<file path="config.mk">
export PLATFORM = sky130hd
export DESIGN_NAME = serial_adder
export DESIGN_NICKNAME = d
export VERILOG_FILES = /design/src/rtl/serial_adder_pkg.sv /design/src/rtl/serial_adder_full_adder.sv /design/src/rtl/serial_adder.sv
export SDC_FILE = /design/constraint.sdc
export NUM_CORES = 1
export LEC_CHECK = 0
export BUFFER_PORTS_ARGS = -buffer_cell sky130_fd_sc_hd__buf_2
export CAP_MARGIN = 20
export CORE_MARGIN = 2
export CORE_UTILIZATION = 54
export CTS_BUF_LIST = sky130_fd_sc_hd__clkbuf_8 sky130_fd_sc_hd__clkbuf_16
export DETAILED_ROUTE_END_ITERATION = 8
export MAX_ROUTING_LAYER = met4
export PLACE_DENSITY = 0.73
export SLEW_MARGIN = 20
export SYNTH_ARGS = -nofsm -noshare
export SYNTH_HDL_FRONTEND = slang
export SYNTH_HIERARCHICAL = 1
export SYNTH_SLANG_ARGS = --single-unit
export TNS_END_PERCENT = 100
</file>
<file path="constraint.sdc">
create_clock -name clk -period 2.8 [get_ports clk]
set_clock_uncertainty 0.1 [all_clocks]
set_input_delay 0.42 -clock clk [delete_from_list [all_inputs] [get_ports clk]]
set_output_delay 0.42 -clock clk [all_outputs]
set_load 0.02 [all_outputs]
</file>
<file path="src/rtl/serial_adder_pkg.sv">
// Shared definitions for the bit-serial adder: FSM state encoding and the
// bit-counter width helper.
package serial_adder_pkg;

    typedef enum logic [1:0] {
        S_IDLE = 2'd0,
        S_RUN  = 2'd1,
        S_DONE = 2'd2
    } state_t;

    // Counter must index 0..WIDTH-1; keep at least one bit for tiny widths.
    function automatic int cnt_width(input int w);
        return (w < 2) ? 1 : $clog2(w);
    endfunction

endpackage

</file>
<file path="src/rtl/serial_adder_full_adder.sv">
// Full-adder cell built from two half-adder cells and an OR gate; used as the
// per-bit datapath of the serial adder.
module half_adder (
    input  logic x,
    input  logic y,
    output logic c,
    output logic s
);
    assign s = x ^ y;
    assign c = x & y;
endmodule

module full_adder (
    input  logic x,
    input  logic y,
    input  logic cin,
    output logic cout,
    output logic s
);
    logic s0;
    logic c0;
    logic c1;

    half_adder u_ha0 (.x(x),  .y(y),   .c(c0), .s(s0));
    half_adder u_ha1 (.x(s0), .y(cin), .c(c1), .s(s));

    // Both half-adder carries can never be high together, so OR is exact.
    assign cout = c0 | c1;
endmodule

</file>
<file path="src/rtl/serial_adder.sv">
// Bit-serial adder: one full-adder cell plus carry flop, LSB first, with a
// start/busy/done handshake and registered sum/cout that update on completion.
module serial_adder
    import serial_adder_pkg::*;
#(
    parameter int WIDTH = 8
) (
    input  logic             clk,
    input  logic             rst,
    input  logic             start,
    input  logic [WIDTH-1:0] a,
    input  logic [WIDTH-1:0] b,
    output logic             busy,
    output logic             done,
    output logic [WIDTH-1:0] sum,
    output logic             cout
);
    localparam int CW = cnt_width(WIDTH);
    localparam logic [CW-1:0] LAST = CW'(WIDTH - 1);

    state_t           state_q;
    logic [WIDTH-1:0] a_sr_q;
    logic [WIDTH-1:0] b_sr_q;
    logic [WIDTH-2:0] sum_sr_q;
    logic             carry_q;
    logic [CW-1:0]    cnt_q;
    logic             busy_q;
    logic             done_q;
    logic [WIDTH-1:0] sum_q;
    logic             cout_q;

    logic             fa_s;
    logic             fa_c;
    logic [WIDTH-1:0] sum_d;

    full_adder u_fa (
        .x    (a_sr_q[0]),
        .y    (b_sr_q[0]),
        .cin  (carry_q),
        .cout (fa_c),
        .s    (fa_s)
    );

    // The partial-sum register holds only WIDTH-1 bits: on the last bit the
    // fresh sum bit completes the word without an extra shift.
    assign sum_d = {fa_s, sum_sr_q};

    always_ff @(posedge clk or posedge rst) begin
        if (rst) begin
            state_q  <= S_IDLE;
            a_sr_q   <= '0;
            b_sr_q   <= '0;
            sum_sr_q <= '0;
            carry_q  <= 1'b0;
            cnt_q    <= '0;
            busy_q   <= 1'b0;
            done_q   <= 1'b0;
            sum_q    <= '0;
            cout_q   <= 1'b0;
        end else begin
            case (state_q)
                S_IDLE: begin
                    done_q <= 1'b0;
                    if (start) begin
                        a_sr_q  <= a;
                        b_sr_q  <= b;
                        carry_q <= 1'b0;
                        cnt_q   <= '0;
                        busy_q  <= 1'b1;
                        state_q <= S_RUN;
                    end
                end
                S_RUN: begin
                    a_sr_q   <= a_sr_q >> 1;
                    b_sr_q   <= b_sr_q >> 1;
                    sum_sr_q <= sum_d[WIDTH-1:1];
                    carry_q  <= fa_c;
                    cnt_q    <= cnt_q + CW'(1);
                    if (cnt_q == LAST) begin
                        sum_q   <= sum_d;
                        cout_q  <= fa_c;
                        busy_q  <= 1'b0;
                        done_q  <= 1'b1;
                        state_q <= S_DONE;
                    end
                end
                S_DONE: begin
                    done_q <= 1'b0;
                    if (start) begin
                        a_sr_q  <= a;
                        b_sr_q  <= b;
                        carry_q <= 1'b0;
                        cnt_q   <= '0;
                        busy_q  <= 1'b1;
                        state_q <= S_RUN;
                    end else begin
                        state_q <= S_IDLE;
                    end
                end
                default: begin
                    busy_q  <= 1'b0;
                    done_q  <= 1'b0;
                    state_q <= S_IDLE;
                end
            endcase
        end
    end

    assign busy = busy_q;
    assign done = done_q;
    assign sum  = sum_q;
    assign cout = cout_q;

endmodule

</file>
## Word level (Yosys, flattened, before mapping)

Index checks and enable logic that the tools add are counted.

- Flip-flop bits (word level): 40
- Bits in latches: 0
- Memory bits (writable): 0
- ROM bits: 0
- Logic and storage cells: 46
- Memories kept: 0

- $add $sub $neg: 1
- Multiply operators: 0
- Divide/modulo/power cells: 0
- $lt $le $gt $ge: 0
- Eq/ne operators: 6
- Shift operators: 0
- Muxes and demuxes: 17
- Bitwise operators: 5
- Reductions and logical operators: 7

Operators by type and width:

| cell | number |
|---|---|
| 8-bit one-hot mux with 2 select lines | 2 |
| 8-bit two-way mux | 2 |
| 2-bit AND reduction | 4 |
| 1-bit two-way mux | 6 |
| 2-bit one-hot mux with 3 select lines | 1 |
| 3-bit one-hot mux with 2 select lines | 1 |
| 2-bit two-way mux | 2 |
| 2-bit inequality test (second input constant) | 2 |
| 1-bit one-hot mux with 2 select lines | 2 |
| 3-bit by 1-bit adder with 3-bit output (second input constant) | 1 |
| 3-bit == test (second input constant) | 1 |
| 3-bit two-way mux | 1 |
| 1-bit bitwise AND | 2 |
| 2-bit by 1-bit == test with 1-bit output (second input constant) | 1 |
| 2-bit == test (second input constant) | 1 |
| 2-bit logical NOT | 1 |
| 2-bit by 1-bit inequality test with 1-bit output (second input constant) | 1 |
| 2-bit nonzero test | 1 |
| 2-bit OR reduction | 1 |
| 1-bit XOR | 2 |
| 1-bit OR | 1 |

## Logic depth before layout (Yosys ltp)

- Depth in word-level cells: 4
- Depth in mapped cells: 5
- Depth with buffers taken out: 5

## Cells and area by module

The synthesis kept the hierarchy.

Modules (own cells, without submodules):

| module | times used | cells an instance | area an instance (µm²) | sequential area each (µm²) |
|---|---|---|---|---|
| serial_adder | 1 | 153 | 1,761.7 | 1,001.0 |
| half_adder | 2 | 1 | 12.5 | 0.0 |
| full_adder | 1 | 1 | 6.3 | 0.0 |

## Worst setup path before layout

No wires, ideal clock.

- Path type: reg2reg
- Start: register b_sr_q[0]
- End: register carry_q
- Library setup time: 0.121 ns
- Data arrival time: 1.448 ns
- Path slack: 1.131 ns
- Cell stages (with the launch flop): 6
- Buffers on the path: 0
- Period minus slack after synthesis: 1.669 ns
- Cells stage by stage: dfrtp_1 ha_1 ha_1 or2_1 mux2_2 a22o_1

- Word-level cells in the longest chain between the ends: 4
- Elaborated cells between the ends (all ways): 5

Ends and longest elaborated chain:

| item | line | text |
|---|---|---|
| start, declared | serial_adder.sv:23 | `logic [WIDTH-1:0] b_sr_q;` |
| start signal, assigned | serial_adder.sv:75 | `b_sr_q <= b_sr_q >> 1;` |
| 1-bit XOR | serial_adder_full_adder.sv:9 | `assign s = x ^ y;` |
| named net u_fa.s0 | serial_adder_full_adder.sv:20 | `logic s0;` |
| 1-bit bitwise AND | serial_adder_full_adder.sv:10 | `assign c = x & y;` |
| named net u_fa.c1 | serial_adder_full_adder.sv:22 | `logic c1;` |
| 1-bit OR | serial_adder_full_adder.sv:28 | `assign cout = c0 \| c1;` |
| named net fa_c | serial_adder.sv:33 | `logic fa_c;` |
| 1-bit one-hot mux with 2 select lines | serial_adder.sv:61 | `case (state_q)` |
| end signal, assigned | serial_adder.sv:54 | `carry_q <= 1'b0;` |
| end signal, assigned | serial_adder.sv:67 | `carry_q <= 1'b0;` |
| end signal, assigned | serial_adder.sv:77 | `carry_q <= fa_c;` |
| end, declared | serial_adder.sv:25 | `logic carry_q;` |

The timed path passes the listed nets, and every way through them passes these cells.
A chain may end at the register's enable or synchronous reset.

## Worst setup path in the final report

- Start: register state_q[0]
- End: register a_sr_q[5]

- Word-level cells in the longest chain between the ends: 4
- Elaborated cells between the ends (all ways): 8

Ends and longest elaborated chain:

| item | line | text |
|---|---|---|
| start, declared | serial_adder.sv:21 | `state_t state_q;` |
| start signal, assigned | serial_adder.sv:50 | `state_q <= S_IDLE;` |
| start signal, assigned | serial_adder.sv:70 | `state_q <= S_RUN;` |
| start signal, assigned | serial_adder.sv:84 | `state_q <= S_DONE;` |
| 2-bit == test or 2-bit logical NOT (tied branches) | serial_adder.sv:61 |  |
| 2-bit OR reduction (no line) | n/a |  |
| 2-bit by 1-bit inequality test with 1-bit output (no line) or 2-bit nonzero test (tied branches) | n/a |  |
| 2-bit AND reduction (no line) | n/a |  |
| end signal, assigned | serial_adder.sv:74 | `a_sr_q <= a_sr_q >> 1;` |
| end, declared | serial_adder.sv:22 | `logic [WIDTH-1:0] a_sr_q;` |

Several ways; a longest one is shown, not always the timed one.

==> flow_summary.toml <==
[worst_setup_path]
cp-start-kind = "flop"
regToRegEndpoint = "a_sr_q[5]$_DFFE_PP0P_"
crit_path_end = "a_sr_q[5]$_DFFE_PP0P_"
crit_type = "flop to flop"
cp_data_required_time_ns = 2.87
r2r-start = "state_q[0]$_DFFE_PP0P_"
rrSetupSlack_ns = 0.95
critPathMaxFanout = 21
critPathArrivalTime_ns = 1.92
slowest_delay_ns = 0.69
cp_slowest_cell = "dfrtp_1"
path_cells = "nand2b_4, and2_1, a221o_1"
endpoint_kind = "flop"
startpoint = "state_q[0]$_DFFE_PP0P_"
rr_worst_depth = 3

[synth]
synth_compound_area_share_pct = 11.6
synth_seq_cells = 40
synth_top_family_by_area = "simple AND/OR/NAND/NOR gates"
async_flop_share_pct = 100
yosysWarnings = 6
yosysMostFrequentCell = "dfrtp_1"
synth_area_leaders = "dfrtp_1 56%, mux2_4 7.5%, nand2_1 4.8%, o22ai_1 3.8%, a21oi_1 3.3%"
synthFlopType = "dfrtp_1"
syn-cell-area_um2 = 1790
yosys.area_share.simple_pct = 12.2
synth_cells = 156
synth_cell_types = 28
synth_area_leader_cell = "dfrtp_1"
synth_fa_ha_area_share_pct = 2.79
synth-edff-count = 0
synth.avg_cell_area_um2 = 11.5
synth.net_count = 179
synth_top_area_share_pct = 55.8
synth_xor_xnor_area_share_pct = 0.488
synthMuxAreaShare_pct = 11.1
netlist_top_cells_count = "40 x dfrtp_1, 23 x nand2_1, 13 x inv_1"
ys_seq_area_share_pct = 55.8

[cts]
cts_hold_buf = 0
cts_setup_buffers = 0
cts_made_buffers = 5
clock-sinks = 40
clock_latency_ns = 0.29
clockBufferDepth = 2
cts_resized = 0
cts_tree = "yes"
cts_root_buf = "clkbuf_8"
clk_pin_slew_ns = 0.08
htree_num_levels = 2

[placement]
place.gp.congestion = 0.734
postPlaceCellArea_um2 = 1940
port_buffers = 29
dp_cells = 221
dp_hpwl_mm = 2.24

[finish]
regArea_um2 = 1000
drive_gt1_share_pct = 28.6
antenna_cells = 0
area_growth_pct = 14.3
n_fill_cell = 256
stdcell_area_um2 = 2050
multi_input_area_um2 = 684
fin_cells = 229
nets = 207

[global_routing]
grt_usage_pct = 20.6
grtUsageMet1_pct = 26.1
grt_pass1_vias = 1169
grt_start_max_net_pins = 27
antenna_found_initial = 0
met2_usage_pct = 29.9
grt-ovfl-total = 0
grtUsageMet3_pct = 6.72
grt.busiest_layer = "met2"
grt_pass1_wl_mm = 5.33

[power]
p_sw_share_pct = 36.4
comb_power_share_pct = 38.9
power.density_nw_per_um2 = 1200
p_leak_nw = 1.09
pwr-share-seq_pct = 42.6
p_int_mw = 1.56
ir_worst_vdd_v = 0.000487
p_sw_mw = 0.896
clockPowerShare_pct = 18.5

[die]
die_width_um = 61.6
rows = 20
io_pins = 30
start_util_pct = 57.8
core-area_um2 = 3100
dieArea_um2 = 3800
die_y_um = 61.6

[sta]
worst-slew-pin-transition_ns = 0.549
slew_headroom_pct = 63.4
fmax_mhz = 541
slew_violations = 0
whs_ns = 0.0634
tns_ns = 0
finalHoldViolCount = 0
rsz0062_at_grt = "no"
setup_violations = 0
period_minus_slack_ns = 1.85
period_share_pct = 66.1

[worst_hold_path]
hold_path.class = "input pin to asynchronous set/reset pin"

[route]
via_per_inst = 5.14
drc = 0
wl_per_cell_um = 13.9
drt-pass1-iter-count = 4
drtIter0Drc = 85
wirelength_mm = 3.18
vias = 1176
ant_nets = 0

[flow_run]
drv_cap = 0

[outcome]
status = "finished, final reports clean"
==> cells in the final DEF (no fill, tap or decap), drive strengths merged <==
cell type  instances
ha                 4
mux2i              3
or2                1
o21ai              5
a221o              2
and2               1
dfrtp             40
nand2b             3
buf               30
clkinv             1
a211oi             1
clkbuf             5
nand2             24
and3b              2
nor2b              2
bufinv             1
inv               14
o22ai             11
mux2              12
a22o               3
nor2               5
xnor2              1
a21oi             12
nand3              2
==> per-layer routing <==
layer / up-vias / wire [um]
li1: 585 / -
met1: 558 / 1510
met2: 28 / 1490
met3: 5 / 141
met4: 0 / 40
met5: - / 0
==> kinds of logic (layout without fill, tap and decap cells) <==
kind of cell / after synthesis / count (layout)
AO/OA/AOI/OAI: 34 / 34
XOR/XNOR: 1 / 1
adder cells (fa/ha/maj): 4 / 4
buffers and inverters: 22 / 51
flip-flops: 40 / 40
multiplexers: 15 / 15
AND/OR/NAND/NOR: 40 / 40
==> metrics by stage <==
stage               total power [mW]  utilization [%]  setup slack, ns
floorplan                       1.81                -             1.13
CTS                             2.48             66.0            0.970
finish                          2.46             66.0            0.951
global route                    2.64             66.0            0.833
global placement                1.96             62.6             1.05
detailed placement              2.02             62.6             1.00
==> cell type report <==
class	count	share of cell area (%)
clock inverters	3	1.89
well taps	44	2.69
flip-flops and latches	40	48.8
clock buffers	5	3.36
inverters	13	2.38
repair buffers	30	7.45
multi-input cells	94	33.4
==> sequential cells by signal (all words and copies together), names as in the netlist <==
| register | count |
|---|---|
| sum_sr_q | 7 |
| a_sr_q | 8 |
| b_sr_q | 8 |
| state_q | 2 |
| sum | 8 |
| carry_q | 1 |
| cnt_q | 3 |
| done | 1 |
| cout | 1 |
| busy | 1 |
==> worst max-delay path, delay by kind of cell (launching register included) <==
family / cells / cell delay, ns
compound gates: 1 / 0.35
flops: 1 / 0.69
simple gates: 2 / 0.59
==> how the worst min path moves through the flow <==
stage,end,from,slack [ns],cells after the start
6_report,b_sr_q[2]$_DFFE_PP0P_,rst,0.06,2
5_1_grt,b_sr_q[2]$_DFFE_PP0P_,rst,0.12,2
4_1_cts,b_sr_q[2]$_DFFE_PP0P_,rst,0.08,2
3_5_place_dp,sum_sr_q[0]$_DFFE_PP0P_,sum_sr_q[0]$_DFFE_PP0P_,0.38,2
3_3_place_gp,sum_sr_q[0]$_DFFE_PP0P_,sum_sr_q[0]$_DFFE_PP0P_,0.36,2
2_1_floorplan,sum_sr_q[0]$_DFFE_PP0P_,sum_sr_q[0]$_DFFE_PP0P_,0.35,2
==> power groups by stage <==
stage | clock [mW] | sequential (mW) | combinational (mW)
2_1_floorplan | 0 | 1.08 | 0.730
3_5_place_dp | 0 | 1.06 | 0.965
5_1_grt | 0.491 | 1.08 | 1.07
3_3_place_gp | 0 | 1.04 | 0.919
4_1_cts | 0.462 | 1.05 | 0.971
6_report | 0.456 | 1.05 | 0.956
No activity file was read; power rests on OpenSTA's default activity.
